===== config.mk =====
export PLATFORM = sky130hd
export DESIGN_NAME = bch15_dec_ctrl
export DESIGN_NICKNAME = d
export VERILOG_FILES = /design/src/rtl/bch15_pkg.sv /design/src/rtl/bch15_chien_step.sv /design/src/rtl/bch_syndromes.sv /design/src/rtl/bch15_dec_ctrl.sv
export SDC_FILE = /design/constraint.sdc
export NUM_CORES = 1
export LEC_CHECK = 0
export CAP_MARGIN = 20
export CORE_MARGIN = 1.5
export CORE_UTILIZATION = 65
export CTS_CLUSTER_DIAMETER = 50
export DETAILED_ROUTE_END_ITERATION = 6
export DONT_BUFFER_PORTS = 1
export MAX_ROUTING_LAYER = met4
export PLACE_DENSITY_LB_ADDON = 0.05
export SLEW_MARGIN = 20
export SYNTH_ARGS = -nofsm -noshare
export SYNTH_HDL_FRONTEND = slang
export SYNTH_HIERARCHICAL = 1
export SYNTH_SLANG_ARGS = --single-unit

===== constraint.sdc =====
create_clock -name clk -period 8.4 [get_ports clk]
set_input_delay 1.68 -clock clk [delete_from_list [all_inputs] [get_ports clk]]
set_output_delay 1.68 -clock clk [all_outputs]
set_load 0.05 [all_outputs]

===== src/rtl/bch15_pkg.sv =====
// Shared definitions for the BCH(15,7) double-error-correcting decoder.
// GF(16) in polynomial basis, p(x) = x^4 + x + 1, alpha = 4'b0010.
package bch15_pkg;

  localparam int         GF_M      = 4;
  localparam int         N         = 15;
  localparam int         K         = 7;
  localparam logic [4:0] PRIM_POLY = 5'b10011;

  // Per-position Chien update factors: alpha^-1 and alpha^-2.
  localparam logic [3:0] A_INV1 = 4'b1001;  // a^14
  localparam logic [3:0] A_INV2 = 4'b1101;  // a^13

  typedef enum logic [2:0] {IDLE, SYND, ELP, CHIEN, DONE} state_t;

  // Carry-less multiply, then reduce the high bits by p(x).
  function automatic logic [3:0] gf16_mul(input logic [3:0] a, input logic [3:0] b);
    logic [6:0] p;
    p = '0;
    for (int i = 0; i < 4; i++)
      if (b[i]) p = p ^ (7'(a) << i);
    for (int i = 6; i >= 4; i--)
      if (p[i]) p = p ^ (7'(PRIM_POLY) << (i - 4));
    return p[3:0];
  endfunction

  // Inverse of a^k is a^(15-k). Zero maps to zero and is never consumed.
  function automatic logic [3:0] gf16_inv(input logic [3:0] a);
    case (a)
      4'h1: return 4'h1;  4'h2: return 4'h9;  4'h4: return 4'hD;  4'h8: return 4'hF;
      4'h3: return 4'hE;  4'h6: return 4'h7;  4'hC: return 4'hA;  4'hB: return 4'h5;
      4'h5: return 4'hB;  4'hA: return 4'hC;  4'h7: return 4'h6;  4'hE: return 4'h3;
      4'hF: return 4'h8;  4'hD: return 4'h4;  4'h9: return 4'h2;
      default: return 4'h0;
    endcase
  endfunction

  function automatic logic [3:0] gf16_cube(input logic [3:0] a);
    return gf16_mul(gf16_mul(a, a), a);
  endfunction

endpackage


===== src/rtl/bch15_chien_step.sv =====
// One Chien search position: tests 1 + t1 + t2 == 0 and advances the
// terms to the next position.
//   t1, t2           : sigma1*a^-idx, sigma2*a^-2idx
//   zero_hit         : locator evaluates to zero here (error at idx)
//   t1_next, t2_next : terms for idx+1
module bch15_chien_step
  import bch15_pkg::*;
(
  input  logic [GF_M-1:0] t1,
  input  logic [GF_M-1:0] t2,
  output logic            zero_hit,
  output logic [GF_M-1:0] t1_next,
  output logic [GF_M-1:0] t2_next
);

  assign zero_hit = ((4'h1 ^ t1 ^ t2) == 4'h0);
  assign t1_next  = gf16_mul(t1, A_INV1);
  assign t2_next  = gf16_mul(t2, A_INV2);

endmodule


===== src/rtl/bch_syndromes.sv =====
// Combinational syndrome generator: s1 = r(alpha), s3 = r(alpha^3).
//   code : received word, bit i = coefficient of x^i
//   s1   : first syndrome
//   s3   : third syndrome
module bch_syndromes
  import bch15_pkg::*;
(
  input  logic [N-1:0]    code,
  output logic [GF_M-1:0] s1,
  output logic [GF_M-1:0] s3
);

  logic [GF_M-1:0] p1, p3;  // running alpha^i and alpha^3i

  always_comb begin
    s1 = '0;
    s3 = '0;
    p1 = 4'h1;
    p3 = 4'h1;
    for (int i = 0; i < N; i++) begin
      if (code[i]) begin
        s1 = s1 ^ p1;
        s3 = s3 ^ p3;
      end
      p1 = gf16_mul(p1, 4'h2);
      p3 = gf16_mul(p3, 4'h8);
    end
  end

endmodule


===== src/rtl/bch15_dec_ctrl.sv =====
// Sequential BCH(15,7) t=2 decoder controller.
// Accepts one word, computes S1/S3, solves the locator in closed form,
// runs a serial Chien search (one position per cycle) and holds the result.
//   clk, rst                 : clock, async active-high reset
//   in_valid/in_ready/in_code: received-word handshake (in_ready == IDLE)
//   out_valid/out_ready      : result handshake, result held until taken
//   out_code, out_data       : corrected word and its message bits [14:8]
//   out_err_cnt, out_uncorr  : corrected bit count, decoding failure flag
module bch15_dec_ctrl
  import bch15_pkg::*;
#(
  parameter bit EARLY_EXIT = 1'b1
) (
  input  logic         clk,
  input  logic         rst,
  input  logic         in_valid,
  output logic         in_ready,
  input  logic [N-1:0] in_code,
  output logic         out_valid,
  input  logic         out_ready,
  output logic [N-1:0] out_code,
  output logic [K-1:0] out_data,
  output logic [1:0]   out_err_cnt,
  output logic         out_uncorr
);

  state_t          state, state_n;
  logic [N-1:0]    rcv, orig;
  logic [GF_M-1:0] s1, s3, syn_s1, syn_s3;
  logic [GF_M-1:0] t1, t2, t1_n, t2_n;
  logic [3:0]      idx, roots, root_total;
  logic [1:0]      deg;
  logic            unc_flag, hit, early;
  logic [N-1:0]    rcv_fixed;

  // Closed-form locator results
  logic [GF_M-1:0] s1_cube, sig1_c, sig2_c;
  logic [1:0]      deg_c;
  logic            unc_c;

  bch_syndromes u_synd (.code(rcv), .s1(syn_s1), .s3(syn_s3));

  bch15_chien_step u_step (
    .t1(t1), .t2(t2), .zero_hit(hit), .t1_next(t1_n), .t2_next(t2_n)
  );

  assign in_ready  = (state == IDLE);
  assign out_valid = (state == DONE);
  assign out_data  = out_code[N-1:N-K];

  // The zero-syndrome decision uses the registered syndromes, so the exit
  // is taken out of the cycle following SYND (2-cycle latency).
  assign early = EARLY_EXIT && (s1 == 4'h0) && (s3 == 4'h0);

  assign rcv_fixed  = hit ? (rcv ^ (15'd1 << idx)) : rcv;
  assign root_total = roots + {3'b000, hit};

  always_comb begin
    s1_cube = gf16_cube(s1);
    sig1_c  = s1;
    sig2_c  = '0;
    deg_c   = 2'd0;
    unc_c   = 1'b0;
    if (s1 == 4'h0) begin
      // Zero locator never hits, so an S3-only syndrome flips nothing.
      sig1_c = '0;
      unc_c  = (s3 != 4'h0);
    end else if (s3 == s1_cube) begin
      deg_c = 2'd1;
    end else begin
      sig2_c = gf16_mul(s3 ^ s1_cube, gf16_inv(s1));
      deg_c  = 2'd2;
    end
  end

  always_comb begin
    state_n = state;
    case (state)
      IDLE:    if (in_valid) state_n = SYND;
      SYND:    state_n = ELP;
      ELP:     state_n = early ? DONE : CHIEN;
      CHIEN:   if (idx == 4'd14) state_n = DONE;
      DONE:    if (out_ready) state_n = IDLE;
      default: state_n = IDLE;
    endcase
  end

  always_ff @(posedge clk or posedge rst) begin
    if (rst) state <= IDLE;
    else     state <= state_n;
  end

  always_ff @(posedge clk or posedge rst) begin
    if (rst) begin
      rcv         <= '0;
      orig        <= '0;
      s1          <= '0;
      s3          <= '0;
      t1          <= '0;
      t2          <= '0;
      idx         <= '0;
      roots       <= '0;
      deg         <= '0;
      unc_flag    <= 1'b0;
      out_code    <= '0;
      out_err_cnt <= '0;
      out_uncorr  <= 1'b0;
    end else begin
      case (state)
        IDLE: if (in_valid) begin
          rcv  <= in_code;
          orig <= in_code;
        end
        SYND: begin
          s1 <= syn_s1;
          s3 <= syn_s3;
        end
        ELP: begin
          t1       <= sig1_c;
          t2       <= sig2_c;
          deg      <= deg_c;
          unc_flag <= unc_c;
          idx      <= '0;
          roots    <= '0;
          if (early) begin
            out_code    <= rcv;
            out_err_cnt <= 2'd0;
            out_uncorr  <= 1'b0;
          end
        end
        CHIEN: begin
          rcv   <= rcv_fixed;
          roots <= root_total;
          t1    <= t1_n;
          t2    <= t2_n;
          idx   <= idx + 4'd1;
          if (idx == 4'd14) begin
            // Root count disagreeing with the locator degree means more
            // than two errors: hand back the untouched word.
            if (unc_flag || (root_total != {2'b00, deg})) begin
              out_code    <= orig;
              out_err_cnt <= 2'd0;
              out_uncorr  <= 1'b1;
            end else begin
              out_code    <= rcv_fixed;
              out_err_cnt <= deg;
              out_uncorr  <= 1'b0;
            end
          end
        end
        default: ;
      endcase
    end
  end

endmodule


==> flow_summary.yaml <==
timing:
  min_period_over_period_pct: 43.32
  slew_headroom_pct: 30.70
  finalSetupViolations: 0
  setup_tns_ns: 0
  maxSlewViolCount: 0
  fin_crit_ns: 3.638
  worstMarginPinSlew_ns: 1.036
  rsz0062_at_grt: "no"
  clock_skew_ns: 0.02110
  clock.fmax_ghz: 0.2748
  final_hold_viol_count: 0
yosys:
  synth-edff-count: 0
  syn_avg_cell_area_um2: 8.540
  yosysSeqAreaShare_pct: 37.59
  synth.area.top_cells: "dfrtp_1 38%, nand2_1 9.0%, xnor2_1 5.4%"
  synth_nets: 644
  yosysUniqueCellTypes: 56
  syn_inst: 608
  synthTopCellsByCount: "125 x nand2_1, 78 x dfrtp_1, 53 x o21ai_0"
  syn_area_mm2: 0.005192
  synth_most_common_cell: "nand2_1"
  synthDominantCellAreaShare_pct: 37.59
  yosys_warnings: 6
  synth_seq_cells: 78
  synthFlopType: "dfrtp_1"
  async_flop_share_pct: 100.0
  yosysTopAreaCell: "dfrtp_1"
clocking:
  postCtsSetupBuffers: 0
  cts_resized: 0
  numClockSinks: 78
  cts_max_path_buffers: 2
  clock-root-buffer: "clkbuf_8"
  postCtsHoldBufs: 0
  cts_tree: "built"
  insertion_delay_ns: 0.37
  cts-htree-levels: 3
  cts_inserted_buffers: 9
  path_clk_slew_ns: 0.09
detailed_routing:
  drtAntennaViolNets: 0
  routedWlPerCell_um: 18.07
  via_count: 4265
  firstDrtPassIters: 5
  first_iter_violations: 261
  drc_errors: 0
  vias_per_cell: 6.254
  wl_um: 12320
floorplanning:
  start_util_pct: 67.20
  pin_count: 46
  die_area_mm2: 0.008534
  row_count: 32
  coreArea_mm2: 0.007727
  fp.dieH_um: 92.38
  die-width_um: 92.38
worst_hold_path:
  hold_depth: 2
  min-delay-start: "orig[3]"
  hp-class: "register to register"
  min_to: "orig[3]"
critical_path:
  crit_chain: "nor3_2"
  crit_slowest_cell: "nor3_2"
  r2r-end: "t2[1]"
  path_delay_family: "simple AND/OR/NAND/NOR gates"
  worstSetupPathType: "register to output port"
  max_stage_delay_ns: 0.88
  r2r_slack_ns: 4.82
  reg2reg_from: "s1[1]"
  critPathBufInv: 0
  cp_max_fo: 27
  start_kind: "register"
  crit_required_ns: 6.72
  critPathCaptureType: "output port"
  r2r_cells: 10
  cp_data_arrival_time_ns: 1.96
cells_and_area:
  area_growth_pct: 3.374
  diodes: 0
  nets: 611
  drive_gt1_share_pct: 6.379
  fill_cells: 661
grt:
  grt_max_degree: 79
  overflow: 0
  grt_first_pass_wirelength_um: 20550
  grt_pass1_vias: 4148
  antenna_found_initial: 0
  grt_use_total_pct: 31.93
status:
  status: "completed"
job:
  maxCapViolations: 0
place:
  dp_hpwl_um: 8746
  port_buffers: 0
  gp_congestion: 0.8954
## layout by cell type, fill, tap and decap left out, types with 5 or more instances in the layout
cell	instances
nand2_1	123
clkbuf_8	9
ha_1	17
xor2_1	17
xnor3_1	7
nand2b_1	6
and3_1	6
o211ai_1	5
xnor2_1	32
o21ai_0	53
nand3_1	14
nor2b_1	5
o311ai_0	15
nor2_1	42
a22o_1	5
nand4_1	5
mux2_2	5
o22ai_1	20
a31oi_1	17
mux2i_1	5
and2_1	8
dfrtp_1	78
inv_1	8
a21oi_1	23
## kinds of logic (layout without fill, tap and decap cells)
group	count (synthesis)	count (layout)	synth area share, %
XOR/XNOR	60	60	13.13
buffers and inverters	59	31	4.988
AO/OA/AOI/OAI	156	156	18.92
adder cells (fa/ha/maj)	17	17	4.096
multiplexers	10	10	2.048
flip-flops	78	78	37.59
AND/OR/NAND/NOR	228	228	19.23
## how the worst max path moves through the flow
stage	start	endpoint	slack (ns)	cells after the start
6_report	state[0]	in_ready	4.76	1
3_5_place_dp	t2[1]	out_code[0]	4.65	12
2_1_floorplan	rst	deg[0]	4.72	1
5_1_grt	s1[1]	t2[1]	4.56	10
3_3_place_gp	t2[1]	out_code[0]	4.84	12
4_1_cts	t2[0]	out_code[0]	4.62	12
## area by class of cell
| cell class | count | area [um2] | share of cell area, % |
|---|---|---|---|
| Inverter | 11 | 42.54 | 0.7925 |
| Sequential cell | 78 | 1952 | 36.36 |
| Clock buffer | 10 | 127.6 | 2.378 |
| Timing Repair Buffer | 4 | 30.03 | 0.5594 |
| Clock inverter | 6 | 83.83 | 1.562 |
| Tap cell | 102 | 127.6 | 2.378 |
| Multi-Input combinational cell | 471 | 3004 | 55.97 |
## worst register-to-register path, cell delays in order (launching register included)
cell       delay, ns
dfrtp_1         0.67
inv_1           0.27
ha_1            0.28
and2_1          0.21
or4_4           0.50
nand2_1         0.09
xnor3_1         0.51
a2111oi_2       0.47
o22ai_1         0.17
o41a_1          0.15
o211ai_1        0.18
## metal layers
layer,vias to the layer above,wire length [um],global-route usage (%)
li1,2059,-,-
met1,2038,5038,37.66
met2,137,6368,54.29
met3,31,530,5.911
met4,0,386,12.18
met5,-,0,-
## state kept, by name, summed over array words and instances (netlist names)
signal / flops
s1: 4
t2: 4
roots: 4
s3: 4
orig: 15
out_uncorr: 1
t1: 4
idx: 4
deg: 2
unc_flag: 1
rcv: 15
out_code: 15
out_err_cnt: 2
state: 3
## through the flow
stage | setup WS, ns | hold slack (ns) | area, um2 | util [%] | instances
2_1_floorplan | 4.725 | 0.4453 | 5192 | - | 608
5_1_grt | 4.558 | 0.5118 | 5368 | 69.46 | 682
3_5_place_dp | 4.651 | 0.4654 | 5147 | 66.61 | 666
3_3_place_gp | 4.841 | 0.4642 | 5147 | 66.61 | 666
4_1_cts | 4.623 | 0.4856 | 5359 | 69.35 | 682
6_report | 4.762 | 0.4823 | 5368 | 69.46 | 682
Power is not shown: default switching activity piles up to over one toggle a cycle in this logic, so the estimate is an artifact.
